**config.mk**
```make
export PLATFORM = sky130hd
export DESIGN_NAME = sfx_sequencer
export DESIGN_NICKNAME = d
export VERILOG_FILES = /design/src/rtl/sfx_sequencer.sv
export SDC_FILE = /design/constraint.sdc
export NUM_CORES = 1
export LEC_CHECK = 0
export ABC_CLOCK_PERIOD_IN_PS = 4400
export BUFFER_PORTS_ARGS = -buffer_cell sky130_fd_sc_hd__buf_2
export CAP_MARGIN = 20
export CORE_MARGIN = 1.5
export CORE_UTILIZATION = 30
export DETAILED_ROUTE_END_ITERATION = 8
export GPL_ROUTABILITY_DRIVEN = 0
export PLACE_DENSITY_LB_ADDON = 0.12
export SKIP_CTS_REPAIR_TIMING = 1
export SLEW_MARGIN = 10
export SYNTH_ARGS = -nofsm -noshare
export SYNTH_HDL_FRONTEND = slang
export SYNTH_SLANG_ARGS = --single-unit
```
**constraint.sdc**
```tcl
create_clock -name i_clk -period 4.4 [get_ports i_clk]
set_clock_uncertainty 0.1 [all_clocks]
set_input_delay 0.66 -clock i_clk [delete_from_list [all_inputs] [get_ports i_clk]]
set_output_delay 0.66 -clock i_clk [all_outputs]
set_load 0.02 [all_outputs]
```
**src/rtl/sfx_sequencer.sv**
```systemverilog
// Sound-effect sequencer: picks a triggered effect by fixed priority and steps
// through its hardwired {frequency, duration} note table for the tone divider.
module sfx_sequencer #(
  parameter int CLK_FREQ = 12000000,
  parameter int TICK_HZ  = 1000
) (
  input  logic        i_clk,
  input  logic        i_rst_n,
  input  logic [3:0]  i_req,
  output logic [23:0] o_freq,
  output logic        o_tone_en,
  output logic        o_busy,
  output logic [1:0]  o_active_id
);

  localparam int TICK_DIV = CLK_FREQ / TICK_HZ;
  localparam int TW       = (TICK_DIV > 1) ? $clog2(TICK_DIV) : 1;
  localparam logic [TW-1:0] TICK_LAST = TW'(TICK_DIV - 1);

  typedef enum logic [1:0] {
    IDLE = 2'd0,
    LOAD = 2'd1,
    PLAY = 2'd2
  } state_t;

  state_t        state_q, state_d;
  logic [1:0]    id_q, id_d;
  logic [1:0]    step_q, step_d;
  logic [TW-1:0] tick_cnt_q, tick_cnt_d;
  logic [7:0]    dur_cnt_q, dur_cnt_d;
  logic [3:0]    req_q, req_d;
  logic          armed_q, armed_d;
  logic [23:0]   freq_q, freq_d;
  logic          tone_en_q, tone_en_d;
  logic          busy_q, busy_d;
  logic [1:0]    active_id_q, active_id_d;

  logic [3:0]    req_edge;
  logic          req_valid;
  logic [1:0]    win_id;
  logic          tick;
  logic          preempt;
  logic [10:0]   tbl_freq;
  logic [7:0]    tbl_dur;
  logic          tbl_last;

  // The first sampled edge after reset only primes req_q, so a level held
  // through reset is never mistaken for a fresh request.
  assign req_edge  = i_req & ~req_q;
  assign req_valid = armed_q & (|req_edge);
  assign tick      = (tick_cnt_q == TICK_LAST);
  assign preempt   = req_valid && (win_id >= id_q);

  always_comb begin
    win_id = 2'd0;
    if (req_edge[3])      win_id = 2'd3;
    else if (req_edge[2]) win_id = 2'd2;
    else if (req_edge[1]) win_id = 2'd1;
  end

  always_comb begin
    tbl_freq = 11'd0;
    tbl_dur  = 8'd1;
    tbl_last = 1'b1;
    case ({id_q, step_q})
      4'b0000: begin tbl_freq = 11'd880;  tbl_dur = 8'd30;  tbl_last = 1'b0; end
      4'b0001: begin tbl_freq = 11'd660;  tbl_dur = 8'd30;  tbl_last = 1'b0; end
      4'b0010: begin tbl_freq = 11'd440;  tbl_dur = 8'd30;  tbl_last = 1'b1; end
      4'b0100: begin tbl_freq = 11'd220;  tbl_dur = 8'd50;  tbl_last = 1'b0; end
      4'b0101: begin tbl_freq = 11'd0;    tbl_dur = 8'd20;  tbl_last = 1'b0; end
      4'b0110: begin tbl_freq = 11'd220;  tbl_dur = 8'd50;  tbl_last = 1'b1; end
      4'b1000: begin tbl_freq = 11'd110;  tbl_dur = 8'd100; tbl_last = 1'b0; end
      4'b1001: begin tbl_freq = 11'd80;   tbl_dur = 8'd100; tbl_last = 1'b0; end
      4'b1010: begin tbl_freq = 11'd60;   tbl_dur = 8'd150; tbl_last = 1'b1; end
      4'b1100: begin tbl_freq = 11'd523;  tbl_dur = 8'd80;  tbl_last = 1'b0; end
      4'b1101: begin tbl_freq = 11'd659;  tbl_dur = 8'd80;  tbl_last = 1'b0; end
      4'b1110: begin tbl_freq = 11'd784;  tbl_dur = 8'd80;  tbl_last = 1'b0; end
      4'b1111: begin tbl_freq = 11'd1047; tbl_dur = 8'd160; tbl_last = 1'b1; end
      default: begin tbl_freq = 11'd0;    tbl_dur = 8'd1;   tbl_last = 1'b1; end
    endcase
  end

  always_comb begin
    state_d     = state_q;
    id_d        = id_q;
    step_d      = step_q;
    tick_cnt_d  = tick_cnt_q;
    dur_cnt_d   = dur_cnt_q;
    req_d       = i_req;
    armed_d     = 1'b1;
    freq_d      = freq_q;
    tone_en_d   = tone_en_q;
    busy_d      = busy_q;
    active_id_d = active_id_q;

    unique case (state_q)
      IDLE: begin
        if (req_valid) begin
          state_d = LOAD;
          id_d    = win_id;
          step_d  = 2'd0;
        end
      end
      // A qualifying edge here retargets the load; the old note keeps sounding one more cycle.
      LOAD: begin
        if (preempt) begin
          id_d   = win_id;
          step_d = 2'd0;
        end else begin
          freq_d      = {13'd0, tbl_freq};
          tone_en_d   = (tbl_freq != 11'd0);
          busy_d      = 1'b1;
          active_id_d = id_q;
          tick_cnt_d  = '0;
          dur_cnt_d   = 8'd0;
          state_d     = PLAY;
        end
      end
      PLAY: begin
        if (preempt) begin
          state_d = LOAD;
          id_d    = win_id;
          step_d  = 2'd0;
        end else if (tick) begin
          tick_cnt_d = '0;
          if (dur_cnt_q == tbl_dur - 8'd1) begin
            if (tbl_last) begin
              state_d     = IDLE;
              freq_d      = 24'd0;
              tone_en_d   = 1'b0;
              busy_d      = 1'b0;
              active_id_d = 2'd0;
            end else begin
              step_d  = step_q + 2'd1;
              state_d = LOAD;
            end
          end else begin
            dur_cnt_d = dur_cnt_q + 8'd1;
          end
        end else begin
          tick_cnt_d = tick_cnt_q + TW'(1);
        end
      end
      default: state_d = IDLE;
    endcase
  end

  always_ff @(posedge i_clk or negedge i_rst_n) begin
    if (!i_rst_n) begin
      state_q     <= IDLE;
      id_q        <= 2'd0;
      step_q      <= 2'd0;
      tick_cnt_q  <= '0;
      dur_cnt_q   <= 8'd0;
      req_q       <= 4'd0;
      armed_q     <= 1'b0;
      freq_q      <= 24'd0;
      tone_en_q   <= 1'b0;
      busy_q      <= 1'b0;
      active_id_q <= 2'd0;
    end else begin
      state_q     <= state_d;
      id_q        <= id_d;
      step_q      <= step_d;
      tick_cnt_q  <= tick_cnt_d;
      dur_cnt_q   <= dur_cnt_d;
      req_q       <= req_d;
      armed_q     <= armed_d;
      freq_q      <= freq_d;
      tone_en_q   <= tone_en_d;
      busy_q      <= busy_d;
      active_id_q <= active_id_d;
    end
  end

  assign o_freq      = freq_q;
  assign o_tone_en   = tone_en_q;
  assign o_busy      = busy_q;
  assign o_active_id = active_id_q;

endmodule

```
==> results of run 1 <==
cell usage after synthesis, types with 3 or more instances:
master     number  share of area (%)
nor2b_1         7                1.4
xnor2_1         8                2.2
a31o_2          3               0.82
ha_1           16                6.2
clkbuf_1        5               0.59
or2_2           3               0.59
a31oi_1         6                1.2
o2bb2ai_1       9                2.5
and3_1          9                1.8
buf_2           5               0.78
o22ai_1         3               0.59
o21ai_0        20                3.1
a21oi_1        20                3.1
nor2_1         36                4.2
a211oi_1        3               0.70
nand3_1        11                1.7
a22o_1          6                1.6
buf_4          16                3.7
nor3_1          7                1.1
mux2_2          3                1.1
inv_1          15                1.8
nand2b_1        6                1.2
nand4_1        11                2.1
dfrtp_1        48                 37
mux2i_1         9                2.8
xor2_1          5                1.4
nand2_1        23                2.7
metal layers:
metal  track usage (%)  wire, um  vias to the layer above
met3              2.45       189                       10
met4              3.86       126                        0
met2              25.7      3840                       38
li1                  -         -                     1292
met1              18.6      3600                     1254
met5                 0         0                        -
kinds of logic (layout without fill, tap and decap cells):
| kind of cell | Yosys count | count (layout) |
|---|---|---|
| simple gates | 128 | 128 |
| compound gates | 91 | 91 |
| xor+xnor | 13 | 13 |
| buf+inv | 44 | 53 |
| fa+ha+maj | 16 | 16 |
| other cells | 2 | 14 |
| flops | 48 | 48 |
| mux | 12 | 12 |
sequential cells by signal, summed over array words and instances (netlist names):
| register | count |
|---|---|
| o_active_id | 2 |
| o_freq | 11 |
| armed_q | 1 |
| req_q | 4 |
| o_busy | 1 |
| dur_cnt_q | 8 |
| step_q | 2 |
| id_q | 2 |
| o_tone_en | 1 |
| state_q | 2 |
| tick_cnt_q | 14 |
worst register-to-register path, stage by stage (launching register included):
cell and delay, ns:
dfrtp_1 0.52, ha_1 0.36, or2_2 0.30, a21oi_1 0.18
a31oi_1 0.08, ha_1 0.33, xnor2_1 0.13, a2111oi_2 0.33
nand4_1 0.19, nor3_4 0.31, nand3_4 0.17, or4b_4 0.52
o22ai_1 0.15
area by class of cell:
class	count	share of cell area, %
Clock buffer	5	1.94
Clock inverter	3	1.94
Inverter	17	1.80
Multi-Input combinational cell	274	51.2
Sequential cell	48	33.8
Tap cell	136	4.79
Timing Repair Buffer	28	4.51
per-stage QoR:
step / cell area, sq um / std cells / setup WS [ns] / hold WS (ns) / total power, uW
global route: 3550 / 511 / 0.306 / 0.352 / 2360
global placement: 3410 / 503 / 0.746 / 0.361 / 1790
floorplan: 3250 / 366 / 0.873 / 0.264 / 1490
detailed placement: 3410 / 503 / 0.638 / 0.368 / 1790
finish: 3550 / 511 / 0.652 / 0.325 / 2160
CTS: 3550 / 511 / 0.636 / 0.354 / 2200
power groups by stage:
| stage | Combinational (uW) | Sequential [uW] | Clock [uW] |
|---|---|---|---|
| floorplan | 817 | 673 | 0 |
| global placement | 1140 | 643 | 0 |
| detailed placement | 1150 | 644 | 0 |
| CTS | 1150 | 636 | 416 |
| global route | 1280 | 652 | 431 |
| finish | 1130 | 633 | 400 |
path summary, 6_finish.rpt:
check | start | slack (ns) | to | cells past startpoint
max in group asynchronous | i_rst_n | 3.42 | tick_cnt_q[6] | 2
min | i_rst_n | 0.33 | o_freq[10] | 2
max | step_q[1] | 0.65 | step_q[1] | 12
max reg2reg | step_q[1] | 0.65 | step_q[1] | 12
min in group i_clk | i_req[3] | 0.36 | req_q[3] | 1
min reg2reg | tick_cnt_q[7] | 0.39 | tick_cnt_q[7] | 1
==> results.ini, run 1 <==
[logic_synthesis]
synth_mux_area_share_pct=3.86
yosysSeqAreaShare_pct=37.5
syn_avg_cell_area_sq_um=9.06
ys_types=60
synth_top_family_by_area=simple AND/OR/NAND/NOR gates
synth_xor_xnor_area_share_pct=3.55
synthFlopType=dfrtp_1
synthArstFlopShare_pct=100
yosysWarningCount=0
synth_edf_count=0
synthCells=354
synth-simple-area-share_pct=21.0
synth_seq_cells=48
syn_area_sq_mm=0.00321
synth_fa_ha_area_share_pct=6.24
synth-compound-area-share_pct=20.4

[power_and_ir_drop]
swShare_pct=45.1
comb_power_share_pct=52.2
p_leak_uw=0.00156
p_clk_share_pct=18.5
ir_worst_vdd_mv=0.211
switchingPower_uw=975
p_int_uw=1190
power.density_mw_per_mm2=609
seqPwrFrac_pct=29.3

[critical_path]
critPathTopFamily=simple AND/OR/NAND/NOR gates
worst_setup_path_start_kind=flop
required_ns=4.53
path_cells=ha_1, or2_2, a21oi_1, a31oi_1, ha_1, xnor2_1, a2111oi_2, nand4_1, nor3_4, nand3_4, or4b_4, o22ai_1
crit_type=reg -> reg
critPathBufInv=0
worst_path_max_delay_cell=dfrtp_1
cp_common_cell=ha_1
endpoint_kind=flop
cp.arrival_ns=3.88
worstPathMaxFanout=12
cpPeakStageDelay_ns=0.52

[layout]
diodes=0
most-common-layout-cells=dfrtp_1 (48), nor2_1 (36), nand2_1 (23)
multi_input_area_sq_mm=0.00182
syn_to_final_growth_pct=10.8
finish.utilization_pct=34.3
nFillCells=1090
ff_latch_area_sq_mm=0.00120
fin_nets=396
drive_above_1_share_pct=15.5
mostFrequentLayoutCell=dfrtp_1

[routing]
wirelength_um=7760
via_per_inst=5.08
vias=2594
drtIter0Drc=107
wl_per_cell_um=15.2
drt_pass1_iterations=4
remaining_drc_errors=0
antenna_left=0

[timing]
relSlewSlack_pct=55.8
finalCritPeriodShare_pct=85.2
period_needed_ns=3.75
fin_tns_setup_ns=0
clock.fmax_mhz=267
setup_viol=0
drv_slew=0
grt_setup_unrepaired=no
tightest_slew_ns=0.663
hold_viol_final=0

[floorplanning]
die_h_um=106
io_pins=34
start_util_pct=30.9
num_rows=37
die_w_um=106
core_area_sq_mm=0.0104
die_area_sq_mm=0.0113

[clock_network]
root_buffer=clkbuf_8
h-tree-depth=2
cts.sinks=48
cts.path.max_buffers=2
numCtsBuffers=5
insertion_delay_ns=0.31
cts_tree=built
path_clk_slew_ns=0.10

[worst_hold_path]
hp-class=in -> async

[global_route]
grt_pass1_wl_um=13100
grt_start_max_net_pins=49
overflow=0
grt_pass1_vias=2581
antenna_found_initial=0
track_usage_pct=14.7

[placement]
port_buffers=20
place.detailed.hpwl_um=5540

[run_status]
outcome=complete, no violations

[run]
drv_cap=0

Note: power is estimated with default switching activity, not from simulation.
==> run 2: changes to the inputs <==
Settings changed: GPL_TIMING_DRIVEN set to 0.
==> run 2 against run 1 <==
  * Via count grew 2.5%
  * Final cell count is 3.7% higher
  * Sequential share of layout area is 1.1 points lower
  * Critical path type unchanged
  * Critical endpoint is now o_freq[9]
  * Largest cell class unchanged
  * Highest routed layer unchanged
==> results.ini, run 2 (synthesis results as in run 1) <==
[timing]
period_needed_ns=3.98
hold_viol_final=0
clock.fmax_mhz=251
setup_viol=0
drv_slew=0
finalCritPeriodShare_pct=90.4
whs_ns=0.208
grt_setup_unrepaired=no
fin_tns_setup_ns=0
tightest_slew_ns=0.702
relSlewSlack_pct=52.9

[routing]
antenna_left=0
remaining_drc_errors=0
via_per_inst=5.02
wirelength_um=7570
wl_per_cell_um=14.3
drtIter0Drc=100
drt_pass1_iterations=6
vias=2658

[critical_path]
ff2ff_setup_slack_ns=0.42
timing.rr.start=step_q[1]
cpPeakStageDelay_ns=0.54
r2r_end=o_freq[9]
path_cells=ha_1, buf_2, or2_2, a21oi_1, a31oi_1, ha_1, xnor2_1, a2111oi_2, nand4_1, nor3_4, nand4_1, a21o_1, buf_1, a22o_1
required_ns=4.50
worstRegToRegCells=14
endpoint_kind=flop
worst_path_max_delay_cell=dfrtp_1
worstPathMaxFanout=12
worst_setup_path_start_kind=flop
crit_type=reg -> reg
cp.arrival_ns=4.08

[floorplanning]
start_util_pct=30.9
num_rows=37
die_area_sq_mm=0.0113
die_w_um=106
io_pins=34
core_area_sq_mm=0.0104
die_h_um=106

[clock_network]
cts.sinks=48
h-tree-depth=2
cts_tree=built
root_buffer=clkbuf_8
path_clk_slew_ns=0.10
insertion_delay_ns=0.31
numCtsBuffers=5
cts.path.max_buffers=2

[placement]
place.detailed.hpwl_um=5680
placed_area_sq_mm=0.00354
port_buffers=20

[global_route]
grt_pass1_wl_um=12700
overflow=0
grt_pass1_vias=2503
antenna_found_initial=0
grt_start_max_net_pins=30
track_usage_pct=14.1

[power_and_ir_drop]
power.density_mw_per_mm2=592
p_leak_uw=0.00165
total_power_uw=2180
ir_worst_vdd_mv=0.231

[layout]
stdcell_area_sq_mm=0.00368
most-common-layout-cells=dfrtp_1 (48), nor2_1 (36), buf_2 (25)
mostFrequentLayoutCell=dfrtp_1
drive_above_1_share_pct=18.3
diodes=0
nFillCells=1107
regMostFlops=tick_cnt_q
syn_to_final_growth_pct=14.6
fin_nets=415
largest_register_ffs=14

[run_status]
outcome=complete, no violations

[worst_hold_path]
hp-class=in -> async

[run]
drv_cap=0

-- run 2: changes by cell type in the layout (fill, tap and decap cells not counted), sizes merged --
cell	delta
buf	+15
clkbuf	+4
-- run 2: final cells by class --
| type | count | area, sq um | area share [%] |
|---|---|---|---|
| buffer | 26 | 164 | 4.46 |
| clock buffer | 5 | 68.8 | 1.87 |
| clock inverter | 3 | 68.8 | 1.87 |
| inverter | 17 | 63.8 | 1.74 |
| multi-input combinational | 274 | 1820 | 49.5 |
| sequential | 48 | 1200 | 32.7 |
| tap | 136 | 170 | 4.63 |
| timing repair buffer | 21 | 120 | 3.27 |
-- run 2: critical path: cells and delay by family (launching register included) --
family,cells,cell delay [ns]
compound gates,5,1.16
simple gates,4,0.90
fa+ha+maj,2,0.58
flops,1,0.54
buf+inv,2,0.44
xor+xnor,1,0.14
-- run 2: metal layers --
metal  vias to the layer above  GRT usage [%]  share of wire (%)
met5                         -              0                  0
li1                       1327              -                  -
met3                         6           2.21                2.6
met4                         0           3.47                1.0
met1                      1286           18.3                 47
met2                        39           24.3                 49
-- run 2: stage by stage --
step                      utilization [%]  setup WS, ns  instances
after floorplan                         -         0.873        366
after global placement               34.0         0.188        522
after detailed placement             34.2         0.209        523
after CTS                            35.5         0.189        531
after global routing                 35.4         0.167        530
final                                35.4         0.423        530
-- run 2: worst max path at each step --
stage          cells after the start        end  slack [ns]  startpoint
2_1_floorplan                     14  step_q[1]        0.87     id_q[0]
3_3_place_gp                      15  o_freq[9]        0.19     id_q[0]
3_5_place_dp                      15  o_freq[9]        0.21     id_q[0]
4_1_cts                           15  o_freq[9]        0.19     id_q[0]
5_1_grt                           14  o_freq[9]        0.17   step_q[1]
6_report                          14  o_freq[9]        0.42   step_q[1]
-- run 2: power breakdown --
part	switching (uW)	internal (uW)	total, uW
combinational	735	435	1170
sequential	65.3	539	604
clock	172	229	401
==> run 3: changes to the inputs <==
Settings changed: BUFFER_PORTS_ARGS -buffer_cell sky130_fd_sc_hd__buf_2 to unset, DONT_BUFFER_PORTS set to 1, PLACE_DENSITY_LB_ADDON 0.12 to unset.
==> run 3 against run 2 <==
  * Sequential cell count unchanged
  * Global-route usage shrank 0.80 points
  * Core utilization is 1.3 points lower
  * Combinational power down 12%
  * Sequential share of layout area rose by 1.2 points
  * Power shrank 7.0%
  * Final cell count decreased by 4.2%
  * Largest cell class unchanged
==> results.ini, run 3 (synthesis results as in run 1) <==
[timing]
tightest_slew_ns=0.718
clock.fmax_mhz=256
setup_viol=0
hold_viol_final=0
period_needed_ns=3.90
whs_ns=0.102
finalCritPeriodShare_pct=88.7
drv_slew=0
fin_tns_setup_ns=0
relSlewSlack_pct=51.8
grt_setup_unrepaired=no
setup_ws_ns=0.496

[worst_hold_path]
hp-class=in -> async

[routing]
wirelength_um=7150
via_per_inst=5.16
drt_pass1_iterations=4
drtIter0Drc=103
wl_per_cell_um=14.1
remaining_drc_errors=0
antenna_left=0
vias=2619

[run_status]
outcome=complete, no violations

[clock_network]
cts.path.max_buffers=2
h-tree-depth=2
cts.sinks=48
insertion_delay_ns=0.30
numCtsBuffers=5
path_clk_slew_ns=0.09
root_buffer=clkbuf_8
cts_tree=built

[critical_path]
critPathLaunch=id_q[1]
cp_common_cell=nand4_1
worstPathMaxFanout=10
required_ns=4.49
endpoint_kind=flop
cpPeakStageDelay_ns=0.47
path_cells=buf_2, buf_4, clkbuf_1, a31oi_1, ha_1, xnor2_1, a2111oi_2, nand4_1, nor3_4, nand4_1, a21o_1, buf_1, a22o_1
crit_cells=13
r2r_end=o_freq[9]
crit_type=reg -> reg
timing.rr.start=id_q[1]
worstRegToRegCells=13
ff2ff_setup_slack_ns=0.50
critPathTopFamily=buffers and inverters
critPathBufInv=4
worst_setup_path_start_kind=flop
crit_path_end=o_freq[9]
worst_path_max_delay_cell=dfrtp_1
cp.arrival_ns=3.99

[global_route]
grt_pass1_vias=2601
grt_start_max_net_pins=49
overflow=0
antenna_found_initial=0
grt_pass1_wl_um=12200
track_usage_pct=13.3

[floorplanning]
die_area_sq_mm=0.0113
start_util_pct=30.9
core_area_sq_mm=0.0104
die_w_um=106
num_rows=37
die_h_um=106
io_pins=34

[layout]
largest_register_ffs=14
mostFrequentLayoutCell=dfrtp_1
fin_nets=395
most-common-layout-cells=dfrtp_1 (48), nor2_1 (36), nand2_1 (23)
diodes=0
drive_above_1_share_pct=13.4
syn_to_final_growth_pct=10.5
regMostFlops=tick_cnt_q

[placement]
port_buffers=0
place_ws_ns=0.308
place.detailed.hpwl_um=5300

[run]
drv_cap=0

[power_and_ir_drop]
p_leak_uw=0.00155
ir_worst_vdd_mv=0.298
power.density_mw_per_mm2=571

run 3: cell count changes in the layout (fill, tap and decap cells not counted):
cell,delta
buf_12,-1
bufinv_16,-1
buf_16,+1
inv_6,-1
buf_2,-20
run 3: how the worst min path moves through the flow:
stage / start / end / slack (ns) / depth (start not counted)
2_1_floorplan: i_rst_n / armed_q / 0.26 / 0
3_3_place_gp: i_rst_n / tick_cnt_q[1] / 0.27 / 0
3_5_place_dp: i_rst_n / tick_cnt_q[1] / 0.27 / 0
4_1_cts: i_rst_n / tick_cnt_q[10] / -0.07 / 0
5_1_grt: i_rst_n / state_q[1] / 0.10 / 1
6_report: i_rst_n / o_freq[0] / 0.10 / 1
run 3: power by group:
group          leakage, uW  total [uW]  internal, uW  switching [uW]
logic             0.000875        1030           398             636
clock network    0.0000501         304           163             141
registers         0.000623         685           539             146
run 3: area by class of cell:
class	count	area, sq um
fillers	1083	6830
inverters	17	63.8
well taps	136	170
flip-flops and latches	48	1200
repair buffers	1	27.5
plain buffers	26	164
clock buffers	5	68.8
clock inverters	1	30.0
multi-input cells	274	1820
run 3: through the flow:
stage               power [uW]  instance area (sq um)  instances  utilization [%]
floorplan                 1490                   3250        366                -
global placement          1690                   3420        502             33.0
detailed placement        1720                   3420        502             33.0
CTS                       2030                   3520        508             34.0
global route              2190                   3540        508             34.2
finish                    2020                   3540        508             34.2
run 3: per-layer routing:
metal	routed length (um)	global-route usage, %
met3	199	2.02
met1	3290	16.2
met4	83	5.60
met2	3570	23.1
met5	0	0
